<file path="src/rtl/regfile_pkg.sv">
// Shared constants for the register-file writeback path: widths, special
// register numbers and writeback requester indices.
package regfile_pkg;

  localparam int DATA_W = 24;
  localparam int ADDR_W = 4;
  localparam int IDX_W  = 3;

  localparam int unsigned ZERO_REG      = 0;
  localparam int unsigned STACK_PTR_REG = 14;
  localparam int unsigned OUTPUT_REG    = 15;
  localparam logic [23:0] SP_RESET      = 24'd964;

  localparam int unsigned REQ_ALU  = 0;
  localparam int unsigned REQ_LOAD = 1;
  localparam int unsigned REQ_SP   = 2;

  // Successor of idx in a ring of n slots.
  function automatic int unsigned nextIdx(input int unsigned idx, input int unsigned n);
    return (idx + 1 >= n) ? 0 : idx + 1;
  endfunction

endpackage

</file>
<file path="src/rtl/regfile_wb_arbiter_rr_pick.sv">
// Rotating picker: first set request at or after ptr, wrapping to 0.
// A pointer tied to zero turns it into a fixed-priority picker.
module rr_pick
  import regfile_pkg::*;
#(
  parameter int NUM_REQ = 3
) (
  input  logic [NUM_REQ-1:0] req,
  input  logic [IDX_W-1:0]   ptr,
  output logic [NUM_REQ-1:0] grant,
  output logic [IDX_W-1:0]   idx,
  output logic               found
);

  always_comb begin
    int unsigned cand;
    grant = '0;
    idx   = '0;
    found = 1'b0;
    cand  = 0;
    for (int unsigned off = 0; off < NUM_REQ; off++) begin
      cand = (int'(ptr) + off) % NUM_REQ;
      if (!found && req[cand]) begin
        found       = 1'b1;
        grant[cand] = 1'b1;
        idx         = IDX_W'(cand);
      end
    end
  end

endmodule

</file>
<file path="src/rtl/regfile_wb_arbiter.sv">
// Writeback arbiter: grants one requester per cycle into a single commit
// stage feeding the register-file write port, with read-port forwarding.
// Define REGFILE_WB_ARB_RR_EN for round-robin; otherwise fixed priority (req 0 first).
module regfile_wb_arbiter #(
  parameter int NUM_REQ = 3,
  parameter int DATA_W  = regfile_pkg::DATA_W,
  parameter int ADDR_W  = regfile_pkg::ADDR_W
) (
  input  logic                      clk,
  input  logic                      rst,
  input  logic [NUM_REQ-1:0]        req_valid,
  input  logic [NUM_REQ*ADDR_W-1:0] req_addr,
  input  logic [NUM_REQ*DATA_W-1:0] req_data,
  output logic [NUM_REQ-1:0]        req_ready,
  output logic [ADDR_W-1:0]         wr_addr,
  output logic [DATA_W-1:0]         wr_data,
  input  logic [ADDR_W-1:0]         chk_addr_a,
  input  logic [ADDR_W-1:0]         chk_addr_b,
  output logic                      fwd_hit_a,
  output logic                      fwd_hit_b,
  output logic [DATA_W-1:0]         fwd_data,
  output logic [2:0]                grant_id
);

  import regfile_pkg::*;

  logic [IDX_W-1:0]   rrPtr;
  logic [NUM_REQ-1:0] pickGrant;
  logic [IDX_W-1:0]   pickIdx;
  logic               pickFound;
  logic               accept;
  logic [ADDR_W-1:0]  selAddr;
  logic [DATA_W-1:0]  selData;
  logic [ADDR_W-1:0]  commitAddr;
  logic [DATA_W-1:0]  commitData;
  logic [IDX_W-1:0]   commitId;

  rr_pick #(.NUM_REQ(NUM_REQ)) picker (
    .req   (req_valid),
    .ptr   (rrPtr),
    .grant (pickGrant),
    .idx   (pickIdx),
    .found (pickFound)
  );

  assign accept    = pickFound && !rst;
  assign req_ready = rst ? '0 : pickGrant;

`ifdef REGFILE_WB_ARB_RR_EN
  always_ff @(posedge clk) begin
    if (rst)
      rrPtr <= '0;
    else if (accept)
      rrPtr <= IDX_W'(nextIdx(int unsigned'(pickIdx), int unsigned'(NUM_REQ)));
  end
`else
  assign rrPtr = '0;
`endif

  always_comb begin
    selAddr = '0;
    selData = '0;
    for (int unsigned i = 0; i < NUM_REQ; i++) begin
      if (pickGrant[i]) begin
        selAddr = req_addr[i*ADDR_W +: ADDR_W];
        selData = req_data[i*DATA_W +: DATA_W];
      end
    end
  end

  // Stage drains every cycle; an idle cycle loads address 0 and keeps the data.
  always_ff @(posedge clk) begin
    if (rst) begin
      commitAddr <= '0;
      commitData <= '0;
      commitId   <= '0;
    end else if (accept) begin
      commitAddr <= selAddr;
      commitData <= selData;
      commitId   <= pickIdx;
    end else begin
      commitAddr <= '0;
    end
  end

  // Masking with rst drops a write already in the stage during the reset cycle.
  assign wr_addr  = rst ? '0 : commitAddr;
  assign wr_data  = commitData;
  assign fwd_data = commitData;
  assign grant_id = 3'(commitId);

  assign fwd_hit_a = (wr_addr != ADDR_W'(ZERO_REG)) && (wr_addr == chk_addr_a);
  assign fwd_hit_b = (wr_addr != ADDR_W'(ZERO_REG)) && (wr_addr == chk_addr_b);

endmodule

</file>
<file path="config.mk">
export PLATFORM = sky130hd
export DESIGN_NAME = regfile_wb_arbiter
export DESIGN_NICKNAME = d
export VERILOG_FILES = /design/src/rtl/regfile_pkg.sv /design/src/rtl/regfile_wb_arbiter_rr_pick.sv /design/src/rtl/regfile_wb_arbiter.sv
export SDC_FILE = /design/constraint.sdc
export NUM_CORES = 1
export LEC_CHECK = 0
export CAP_MARGIN = 10
export CORE_MARGIN = 2
export CORE_UTILIZATION = 38
export CTS_CLUSTER_SIZE = 25
export DETAILED_ROUTE_END_ITERATION = 12
export MAX_ROUTING_LAYER = met4
export PLACE_DENSITY_LB_ADDON = 0.2
export SYNTH_ARGS = -nofsm -noshare
export SYNTH_HDL_FRONTEND = slang
export SYNTH_SLANG_ARGS = --single-unit
</file>
<file path="constraint.sdc">
create_clock -name clk -period 2.25 [get_ports clk]
set_clock_uncertainty 0.15 [all_clocks]
set_input_delay 0.45 -clock clk [delete_from_list [all_inputs] [get_ports clk]]
set_output_delay 0.45 -clock clk [all_outputs]
set_load 0.02 [all_outputs]
</file>
==> flow_summary.json, run 1 <==
{
  "hold_viol_final": 0,
  "avgViaCountPerCell": 5.04,
  "finalSetupTns_ns": 0,
  "ant_nets": 0,
  "synth_ff_type": "dfxtp_1",
  "nets": 467,
  "min_from": "req_valid[0]",
  "dieArea_um2": 6330,
  "cts_tree": "done",
  "synth_common_cells": "a21oi_1, dfxtp_1, buf_4",
  "cts-root-buf": "clkbuf_8",
  "peakVddDrop_uv": 286,
  "required_ns": 1.65,
  "syn_nets": 340,
  "wl_mm": 6.53,
  "drt_iter0_markers": 67,
  "clock.fmax_mhz": 447,
  "drv_slew": 0,
  "synth_area_um2": 2170,
  "async_flop_share": 0,
  "rr_startpoint": "fwd_data[12]",
  "vias": 2229,
  "clk_pin_slew_ns": 0.07,
  "area_growth_pct": 67.7,
  "grt_max_degree": 58,
  "antennaDiodeCount": 0,
  "endpoint_kind": "primary output",
  "globalRouteOverflowTotal": 0,
  "cts_setup_buffers": 0,
  "tightest_slew_ns": 0.521,
  "startpoint": "chk_addr_b[0]",
  "syn_area_per_cell_um2": 8.92,
  "clockBufferDepth": 2,
  "yosysUniqueCellTypes": 26,
  "grt_pass1_wl_mm": 9.98,
  "wl_per_cell_um": 14.8,
  "cp.arrival_ns": 1.64,
  "p_leak_nw": 1.59,
  "die_y_um": 79.5,
  "groute.usage.overall": 0.205,
  "firstDrtPassIters": 4,
  "synthCells": 243,
  "drc": 0,
  "drive_above_1_share": 0.141,
  "yosysTopAreaCell": "dfxtp_1",
  "placed_area_um2": 3560,
  "path_max_fanout": 1,
  "final_area_um2": 3640,
  "synth_area_leaders": "dfxtp_1, a221oi_2, buf_4, or3b_1, a21o_1",
  "min_period_over_period": 0.995,
  "hp-class": "in2reg",
  "synth_enable_flop_cells": 0,
  "period_minus_slack_ns": 2.24,
  "yosysSeqAreaShare": 0.277,
  "dpl.hpwl_mm": 4.76,
  "globalplace.congestion": 0.788,
  "setup_viol": 0,
  "die_w_um": 79.5,
  "synth_top_area_share": 0.277,
  "numCtsBuffers": 5,
  "rows": 27,
  "clk_latency_ns": 0.27,
  "status": "finished, final reports clean",
  "start_util": 0.394,
  "slew-limit-headroom": 0.653,
  "core_area_um2": 5510,
  "path_class": "in2out",
  "grt_pass1_vias": 2129,
  "power_density_nw_per_um2": 454,
  "antenna_found_initial": 0,
  "ios": 157,
  "start_kind": "primary input",
  "ys_ff_latch": 30,
  "yosys_warnings": 0,
  "cap_violations": 0,
  "htreeDepth": 2,
  "numPortBuffers": 155,
  "clock-sinks": 30
}
## registers in the layout, indices dropped and copies added (netlist names)
signal      flops
commitAddr      4
fwd_data       24
grant_id        2
## power by group
part | internal, mW | switching (mW) | total, mW
registers | 0.574 | 0.0332 | 0.607
clock network | 0.207 | 0.203 | 0.411
logic | 0.364 | 0.269 | 0.633
## cell families after synthesis
kind of cell,share of synthesized area
compound gates,0.335
buf+inv,0.200
simple gates,0.162
other cells,0.00173
flops,0.277
xor+xnor,0.0242
## cell type report
cell class              count  area, um2
clock buffers               5       68.8
fillers                   501       1870
multi-input cells         137       1140
repair buffers            168       1620
inverters                  28        105
clock inverters             2       10.0
well taps                  72       90.1
flip-flops and latches     30        602
## cells in the final DEF, fill, tap and decap left out
cell and count:
clkinv_2 2, or4_1 2, nor2b_1 6, nor3_1 4, buf_4 15, and2b_2 1
o21a_1 1, or3_1 2, nand2_1 3, a211oi_1 1, a21o_1 23, a21oi_2 1
dfxtp_2 1, conb_1 1, and2_2 1, or3b_1 23, nor3b_1 1, a221oi_1 4
inv_1 28, o41ai_1 1, a221oi_2 23, dlygate4sd2_1 8, buf_2 3, dlymetal6s2s_1 1
a21oi_1 29, clkdlybuf4s50_1 141, xor2_1 6, clkbuf_8 5, dfxtp_1 29, nand3b_1 4
## path summary, 6_finish.rpt
path / end / slack, ns / cells after the start
min: grant_id[1] / 0.30 / 3
min reg2reg: grant_id[1] / 0.33 / 1
max reg2reg: fwd_data[12] / 0.97 / 3
max: fwd_hit_b / 0.01 / 5
## worst max-delay path, stage by stage
cell	delay (ns)
dlygate4sd2_1	0.24
xor2_1	0.13
or4_1	0.52
a21oi_1	0.14
buf_4	0.16
## repair_timing
action / in CTS / in global routing
gates resized for setup: 18 / 3
pin swaps: 1 / 0
endpoints found under the setup margin: 4 / 2
hold buffers: 0 / 0
hold endpoints to repair: 0 / 0
## per-stage QoR
step	setup WS (ns)	hold slack [ns]	cells	power, mW	utilization
after floorplan	0.188	0.403	243	0.952	-
after global placement	-0.595	0.303	435	1.25	0.647
after CTS	0.0177	0.290	442	1.67	0.659
final	0.0120	0.304	442	1.65	0.660
after detailed placement	-0.621	0.313	435	1.26	0.647
after global routing	-0.00465	0.309	442	1.74	0.660
## per-layer routing
metal	GRT usage	part of all wire	up-vias	wire length, um
li1	-	-	1087	-
met1	0.243	0.43	1039	2790
met2	0.341	0.48	97	3160
met3	0.0543	0.078	6	508
met4	0.0603	0.012	0	78
met5	-	0	-	0
Note: power is estimated with default switching activity, not from simulation.
==> run 2, diff against run 1 <==
--- a/config.mk
+++ b/config.mk
@@ -11,7 +11,7 @@
 export CTS_CLUSTER_SIZE = 25
 export DETAILED_ROUTE_END_ITERATION = 12
 export MAX_ROUTING_LAYER = met4
-export PLACE_DENSITY_LB_ADDON = 0.2
+export PLACE_DENSITY = 0.87
 export SYNTH_ARGS = -nofsm -noshare
 export SYNTH_HDL_FRONTEND = slang
 export SYNTH_SLANG_ARGS = --single-unit
==> flow_summary.json, run 2 (synthesis gave the netlist of run 1 again) <==
{
  "tightest_slew_ns": 0.517,
  "cts_hold_buf": 0,
  "top_usage_layer": "met2",
  "dieArea_um2": 6330,
  "dpl.hpwl_mm": 5.37,
  "wl_mm": 7.01,
  "fill_cells": 476,
  "antenna_found_initial": 0,
  "clk_pin_slew_ns": 0.06,
  "largest_reg_flops": 24,
  "clk_latency_ns": 0.28,
  "fin_hold_ws_ns": 0.308,
  "start_util": 0.394,
  "layout_common_cells": "clkdlybuf4s50_1, a21oi_1, dfxtp_1",
  "start_kind": "primary input",
  "crit_buf_inv": 2,
  "finalSetupTns_ns": 0,
  "peakVddDrop_uv": 308,
  "hold_viol_final": 0,
  "worst_slack_ns": 0.0264,
  "drc": 0,
  "drv_slew": 0,
  "endpoint_kind": "primary output",
  "crit_chain": "dlygate4sd2_1 > xor2_1 > or4_1 > a21oi_1 > buf_4",
  "area_growth_pct": 68.8,
  "htreeDepth": 2,
  "drt_iter0_markers": 68,
  "clock-sinks": 30,
  "path_class": "in2out",
  "finalPower_mw": 1.70,
  "layout_commonest_cell": "clkdlybuf4s50_1",
  "rows": 27,
  "min_period_over_period": 0.988,
  "globalplace.congestion": 0.835,
  "grt_pass1_wl_mm": 10.8,
  "clock.fmax_mhz": 450,
  "place_ws_ns": -0.601,
  "grt_util_met1": 0.233,
  "r2r_setup_slack_ns": 0.96,
  "numPortBuffers": 155,
  "firstDrtPassIters": 4,
  "wl_per_cell_um": 15.8,
  "period_minus_slack_ns": 2.22,
  "ant_nets": 0,
  "cpPeakStageDelay_ns": 0.51,
  "grt_use_met3": 0.0464,
  "drive_above_1_share": 0.139,
  "die_y_um": 79.5,
  "core_area_um2": 5510,
  "hp-class": "in2reg",
  "avgViaCountPerCell": 5.07,
  "numCtsBuffers": 5,
  "clockBufferDepth": 2,
  "globalRouteOverflowTotal": 0,
  "placed_area_um2": 3580,
  "antennaDiodeCount": 0,
  "path_max_fanout": 1,
  "groute.usage.overall": 0.223,
  "cts_tree": "done",
  "grt_use_met2": 0.415,
  "cts_setup_buffers": 0,
  "required_ns": 1.65,
  "status": "finished, final reports clean",
  "cts-root-buf": "clkbuf_8",
  "setup_viol": 0,
  "die_w_um": 79.5,
  "grt_max_degree": 42,
  "critical-path-top-delay-family": "simple AND/OR/NAND/NOR gates",
  "final_area_um2": 3660,
  "nets": 469,
  "cp.arrival_ns": 1.62,
  "vias": 2255,
  "p_leak_nw": 1.63,
  "cp_slowest_cell": "or4_1",
  "rsz0062_at_grt": "false",
  "ios": 157,
  "grt_pass1_vias": 2279,
  "slew-limit-headroom": 0.655,
  "power_density_nw_per_um2": 464,
  "cap_violations": 0
}
[run 2: changes by cell type in the layout (fill, tap and decap cells not counted), sizes merged]
| cell | change |
|---|---|
| buf | +2 |
| clkbuf | +2 |
| clkdlybuf4s50 | -2 |
| clkinv | -1 |
| dlygate4sd2 | +1 |
| dlymetal6s2s | +1 |
[run 2: area by class of cell]
cell class / count / area [um2] / area share
inverters: 28 / 105 / 0.0287
flip-flops and latches: 30 / 601 / 0.164
repair buffers: 170 / 1640 / 0.448
well taps: 72 / 90.1 / 0.0246
clock inverters: 1 / 5.00 / 0.00137
clock buffers: 7 / 86.3 / 0.0236
multi-input cells: 137 / 1130 / 0.310
[run 2: through the flow]
stage               cells   util
floorplan             243      -
global placement      437  0.650
detailed placement    437  0.650
CTS                   445  0.664
global route          445  0.665
finish                445  0.665
[run 2: power breakdown]
group	internal [mW]	total [mW]	switching (mW)
logic	0.366	0.641	0.275
registers	0.574	0.605	0.0317
clock network	0.247	0.450	0.204
[run 2: worst paths after layout]
kind | from | endpoint | cells after the start
max | chk_addr_a[1] | fwd_hit_a | 5
min | req_valid[0] | grant_id[1] | 3
max reg2reg | fwd_data[9] | fwd_data[9] | 3
min reg2reg | grant_id[1] | grant_id[1] | 1
[run 2: metal layers]
metal | part of all wire | vias to the layer above
met5 | 0 | -
met4 | 0.021 | 0
met2 | 0.52 | 101
met3 | 0.073 | 12
li1 | - | 1093
met1 | 0.39 | 1049
[run 2: tightest hold or removal path, stage by stage]
cell    delay [ns]
buf_2         0.09
nor3_1        0.05
o21a_1        0.09
[run 2: timing repair]
item	CTS	global route
gates resized for setup	19	2
pin swaps	1	0
setup endpoints to repair	5	2
==> RTL change 1 (flow settings as in run 1) <==
Build with the macro `REGFILE_WB_ARB_RR_EN` defined.
--- a/src/rtl/regfile_wb_arbiter.sv
+++ b/src/rtl/regfile_wb_arbiter.sv
@@ -3,2 +3,4 @@
 // Define REGFILE_WB_ARB_RR_EN for round-robin; otherwise fixed priority (req 0 first).
+`define REGFILE_WB_ARB_RR_EN
+
 module regfile_wb_arbiter #(
Function: changed (a bounded check fails within 4 cycles, from zero or initial values and one cycle with rst high).
==> RTL change 1 against run 1 <==
The flow now finishes with violations (setup timing); maximum frequency fell by 47%; routed wire length increased to 2.8 times the old value; sequential cell count is 4 higher; critical path depth grew 11; worst setup slack worse by 2.0 ns; count of clock-buffer cells in the layout rose by 1; synthesized cell count rose by 120%; cell area is 110% higher; synthesized area is 78% higher; die area is 74% higher.
Power is left out: it rests on default switching activity, and per cell area and clock period it moved more than threefold.
==> RTL change 1: results <==
metrics = {
    "run_status": {
        "status": "finished with violations",
        "violations": "setup timing",
    },
    "layout": {
        "final_cell_area_mm2": 0.00779,
        "fin_nets": 907,
        "drive_above_1_share": 0.388,
    },
    "worst_setup_path": {
        "r2r_start": "rrPtr[1]$_SDFFE_PP0P_",
        "rr_worst_depth": 19,
        "cp.arrival_ns": 3.65,
    },
    "routing": {
        "drtPass1Iterations": 5,
        "avgRoutedWirePerCell_um": 19.7,
    },
    "placed_design": {
        "dp_slack_ns": -2.14,
        "dpl-instance-area_mm2": 0.00644,
        "routabilityCongestion": 0.888,
        "port-buffer-count": 156,
        "hpwlAfterDp_um": 11200,
    },
    "hold_path": {
        "holdCritPathClass": "reg -> reg",
        "worstHoldStart": "grant_id[1]$_SDFFE_PP0P_",
        "hold_path_depth": 2,
    },
    "global_routing": {
        "grt_pass1_wl_um": 27100,
        "grt_pass1_vias": 5615,
        "gr-usage-all-layers": 0.310,
    },
    "synthesis": {
        "synth.area.top_cells": "dfxtp_1, ha_1, a2111oi_2, buf_4, a22oi_1",
        "ys_types": 62,
        "yosysSeqAreaShare": 0.176,
        "syn_nets": 647,
        "synth_common_cells": "nor2_1, nand2_1, inv_1, o21ai_0, dfxtp_1",
    },
    "cts": {
        "clk_latency_ns": 0.29,
    },
    "timing": {
        "worst_slew_pin_slew_ns": 0.514,
        "fin_ws_ns": -2.00,
        "setup_viol": 37,
    },
}
-- RTL change 1: through the flow --
step / TNS (ns) / std cells
3_5_place_dp: -68.15 / 865
3_3_place_gp: -64.71 / 865
4_1_cts: -62.54 / 905
5_1_grt: -69.57 / 922
6_report: -64.45 / 922
2_1_floorplan: -66.24 / 528
-- RTL change 1: layout make-up --
type	instances	share of cell area
well taps	133	0.0214
repair buffers	313	0.378
clock buffers	6	0.0106
multi-input cells	396	0.478
flip-flops and latches	34	0.0882
clock inverters	1	0.00385
diodes	1	0.000321
inverters	38	0.0190
-- RTL change 1: logic make-up (layout without fill, tap and decap cells) --
kind of cell,count (synthesis),in the layout,synth area share
adder cells (fa/ha/maj),22,22,0.0713
other,0,1,0
AO/OA/AOI/OAI,177,178,0.341
AND/OR/NAND/NOR,169,169,0.217
multiplexers,10,10,0.0266
XOR/XNOR,17,17,0.0425
flip-flops,34,34,0.176
buffers and inverters,99,358,0.125
-- RTL change 1: critical path: cells and delay by family (launching register included) --
family,cells,cell delay (ns)
and+or+nand+nor,4,0.96
xor gates and xnor gates,1,0.20
adders and majority gates,4,0.70
buffers and inverters,2,0.19
DFF,1,0.37
AOI/OAI and AO/OA,5,0.92
-- RTL change 1: routing by layer --
metal / up-vias / GRT usage / part of all wire
li1: 2453 / - / -
met1: 2603 / 0.357 / 0.40
met2: 289 / 0.524 / 0.50
met3: 78 / 0.0568 / 0.062
met4: 0 / 0.136 / 0.043
met5: - / - / 0
-- RTL change 1: worst max path at each step --
stage	to	slack, ns	start
final	req_ready[1]	-2.00	rrPtr[1]$_SDFFE_PP0P_
after global routing	rrPtr[0]$_SDFFE_PP0P_	-2.13	rrPtr[1]$_SDFFE_PP0P_
after detailed placement	req_ready[1]	-2.14	rrPtr[1]$_SDFFE_PP0P_
after floorplan	req_ready[1]	-1.90	rrPtr[0]$_SDFFE_PP0P_
after CTS	req_ready[2]	-1.91	rrPtr[1]$_SDFFE_PP0P_
after global placement	req_ready[1]	-2.07	rrPtr[1]$_SDFFE_PP0P_
-- RTL change 1: repair_timing --
action	4_1_cts	5_1_grt
gates resized for setup	134	81
gates cloned	3	0
endpoints found under the setup margin	39	40
setup buffers	31	17
pin swaps	62	44
==> RTL change 2 (settings of run 1) <==
Without the edit above. `NUM_REQ` is set to 3 in 2 places; all go to 6.
--- a/src/rtl/regfile_wb_arbiter_rr_pick.sv
+++ b/src/rtl/regfile_wb_arbiter_rr_pick.sv
@@ -5,3 +5,3 @@
 #(
-  parameter int NUM_REQ = 3
+  parameter int NUM_REQ = 6
 ) (
--- a/src/rtl/regfile_wb_arbiter.sv
+++ b/src/rtl/regfile_wb_arbiter.sv
@@ -4,3 +4,3 @@
 module regfile_wb_arbiter #(
-  parameter int NUM_REQ = 3,
+  parameter int NUM_REQ = 6,
   parameter int DATA_W  = regfile_pkg::DATA_W,
Interface: changed (resized req_addr, req_data, req_ready and req_valid); port bits go from 157 to 247. No check against the original RTL was run, so the function may have changed too.
==> RTL change 2 against run 1 <==
Maximum frequency grew 2.0%; largest cell class unchanged; core utilization is 16 points higher; sequential share of layout area shrank 4.4 points; clock power grew 41%; critical path depth unchanged; register-to-register slack improved by 0.13 ns; cell area grew 41%; routed wire length up 81%; power grew 27%; synthesized area up 11%; worst hold slack improved by 0.0075 ns; sequential cell count grew 1; worst setup slack improved by 0.043 ns; critical endpoint is now req_ready[5].
==> RTL change 2: results <==
metrics = {
    "run_status": {
        "status": "completed",
    },
    "synthesis": {
        "synthXorXnorAreaFrac": 0.0290,
        "synth.area.top_cells": "dfxtp_1, mux2_2, a21oi_1, a222oi_1, buf_4",
        "yosysSeqAreaShare": 0.257,
        "muxShareOfSynthArea": 0.107,
        "synth_common_cells": "a21oi_1, dfxtp_1, buf_4, a222oi_1",
        "syn_nets": 457,
    },
    "routing": {
        "avgRoutedWirePerCell_um": 20.2,
        "wl_met2_um": 6270,
        "wl_met3_um": 1060,
        "drtIter0Drc": 199,
        "met1Wirelength_um": 4240,
        "via_per_inst": 5.80,
        "drtPass1Iterations": 7,
    },
    "power": {
        "ir_worst_vdd_mv": 0.393,
        "seqPwrFrac": 0.297,
        "p_clk_frac": 0.276,
    },
    "cts": {
        "clk_latency_ns": 0.28,
        "cts_setup_buffers": 1,
        "ctsResizeCount": 43,
    },
    "worst_setup_path": {
        "cp.arrival_ns": 1.59,
        "crit_slowest_cell": "or4_4",
        "crit_fanout": 2,
        "critical_path.max_stage_delay_ns": 0.57,
    },
    "layout": {
        "fin_nets": 693,
        "drive_above_1_share": 0.169,
        "n_fill_cell": 412,
    },
    "timing": {
        "worst_slew_pin_slew_ns": 0.448,
    },
    "hold_path": {
        "holdCritPathClass": "reg -> reg",
    },
    "global_routing": {
        "grt_pass1_wl_um": 18200,
        "grt_max_degree": 28,
        "gr-usage-all-layers": 0.333,
        "grt_pass1_vias": 3625,
    },
    "placed_design": {
        "hpwlAfterDp_um": 9190,
        "routabilityCongestion": 0.886,
    },
}
-- RTL change 2: cell count changes after synthesis, sizes merged, moves of 20 or more --
cell,before,now
a21o,23,0
o221ai,0,23
mux2,0,23
a21oi,30,50
a221oi,27,0
inv,28,3
or3b,23,0
a222oi,0,24
-- RTL change 2: stage by stage --
| step | instances | TNS, ns | area (um2) | setup WS, ns |
|---|---|---|---|---|
| after floorplan | 273 | 0 | 2420 | 0.135 |
| after global placement | 577 | -11.61 | 4950 | -0.711 |
| after detailed placement | 577 | -12.91 | 4950 | -0.726 |
| after CTS | 586 | -1.33 | 5080 | -0.251 |
| after global routing | 587 | 0 | 5110 | 0.0298 |
| final | 587 | 0 | 5110 | 0.0554 |
-- RTL change 2: metal layers --
layer  vias to the layer above  global-route usage
li1                       1547                   -
met1                      1619               0.365
met2                       218               0.595
met3                        22              0.0732
met4                         0               0.117
met5                         -                   -
-- RTL change 2: worst paths after layout --
kind                                  start  cells past startpoint  slack (ns)                         to
setup / recovery               req_valid[0]                      5        0.06               req_ready[5]
hold reg to reg    grant_id[1]$_SDFFE_PP0P_                      2        0.31   grant_id[1]$_SDFFE_PP0P_
hold / removal     grant_id[1]$_SDFFE_PP0P_                      2        0.31   grant_id[1]$_SDFFE_PP0P_
setup reg to reg  fwd_data[15]$_SDFFE_PP0P_                      3        1.10  fwd_data[15]$_SDFFE_PP0P_
-- RTL change 2: layout make-up --
class,count,share of cell area
Timing Repair Buffer,281,0.540
Tap cell,77,0.0188
Multi-Input combinational cell,187,0.294
Sequential cell,31,0.121
Clock inverter,2,0.00685
Clock buffer,6,0.0161
Inverter,3,0.00294
-- RTL change 2: worst min-delay path: stages, from the launching register on --
cell and delay [ns]:
dfxtp_1 0.31, nand2_1 0.05, a21oi_1 0.05
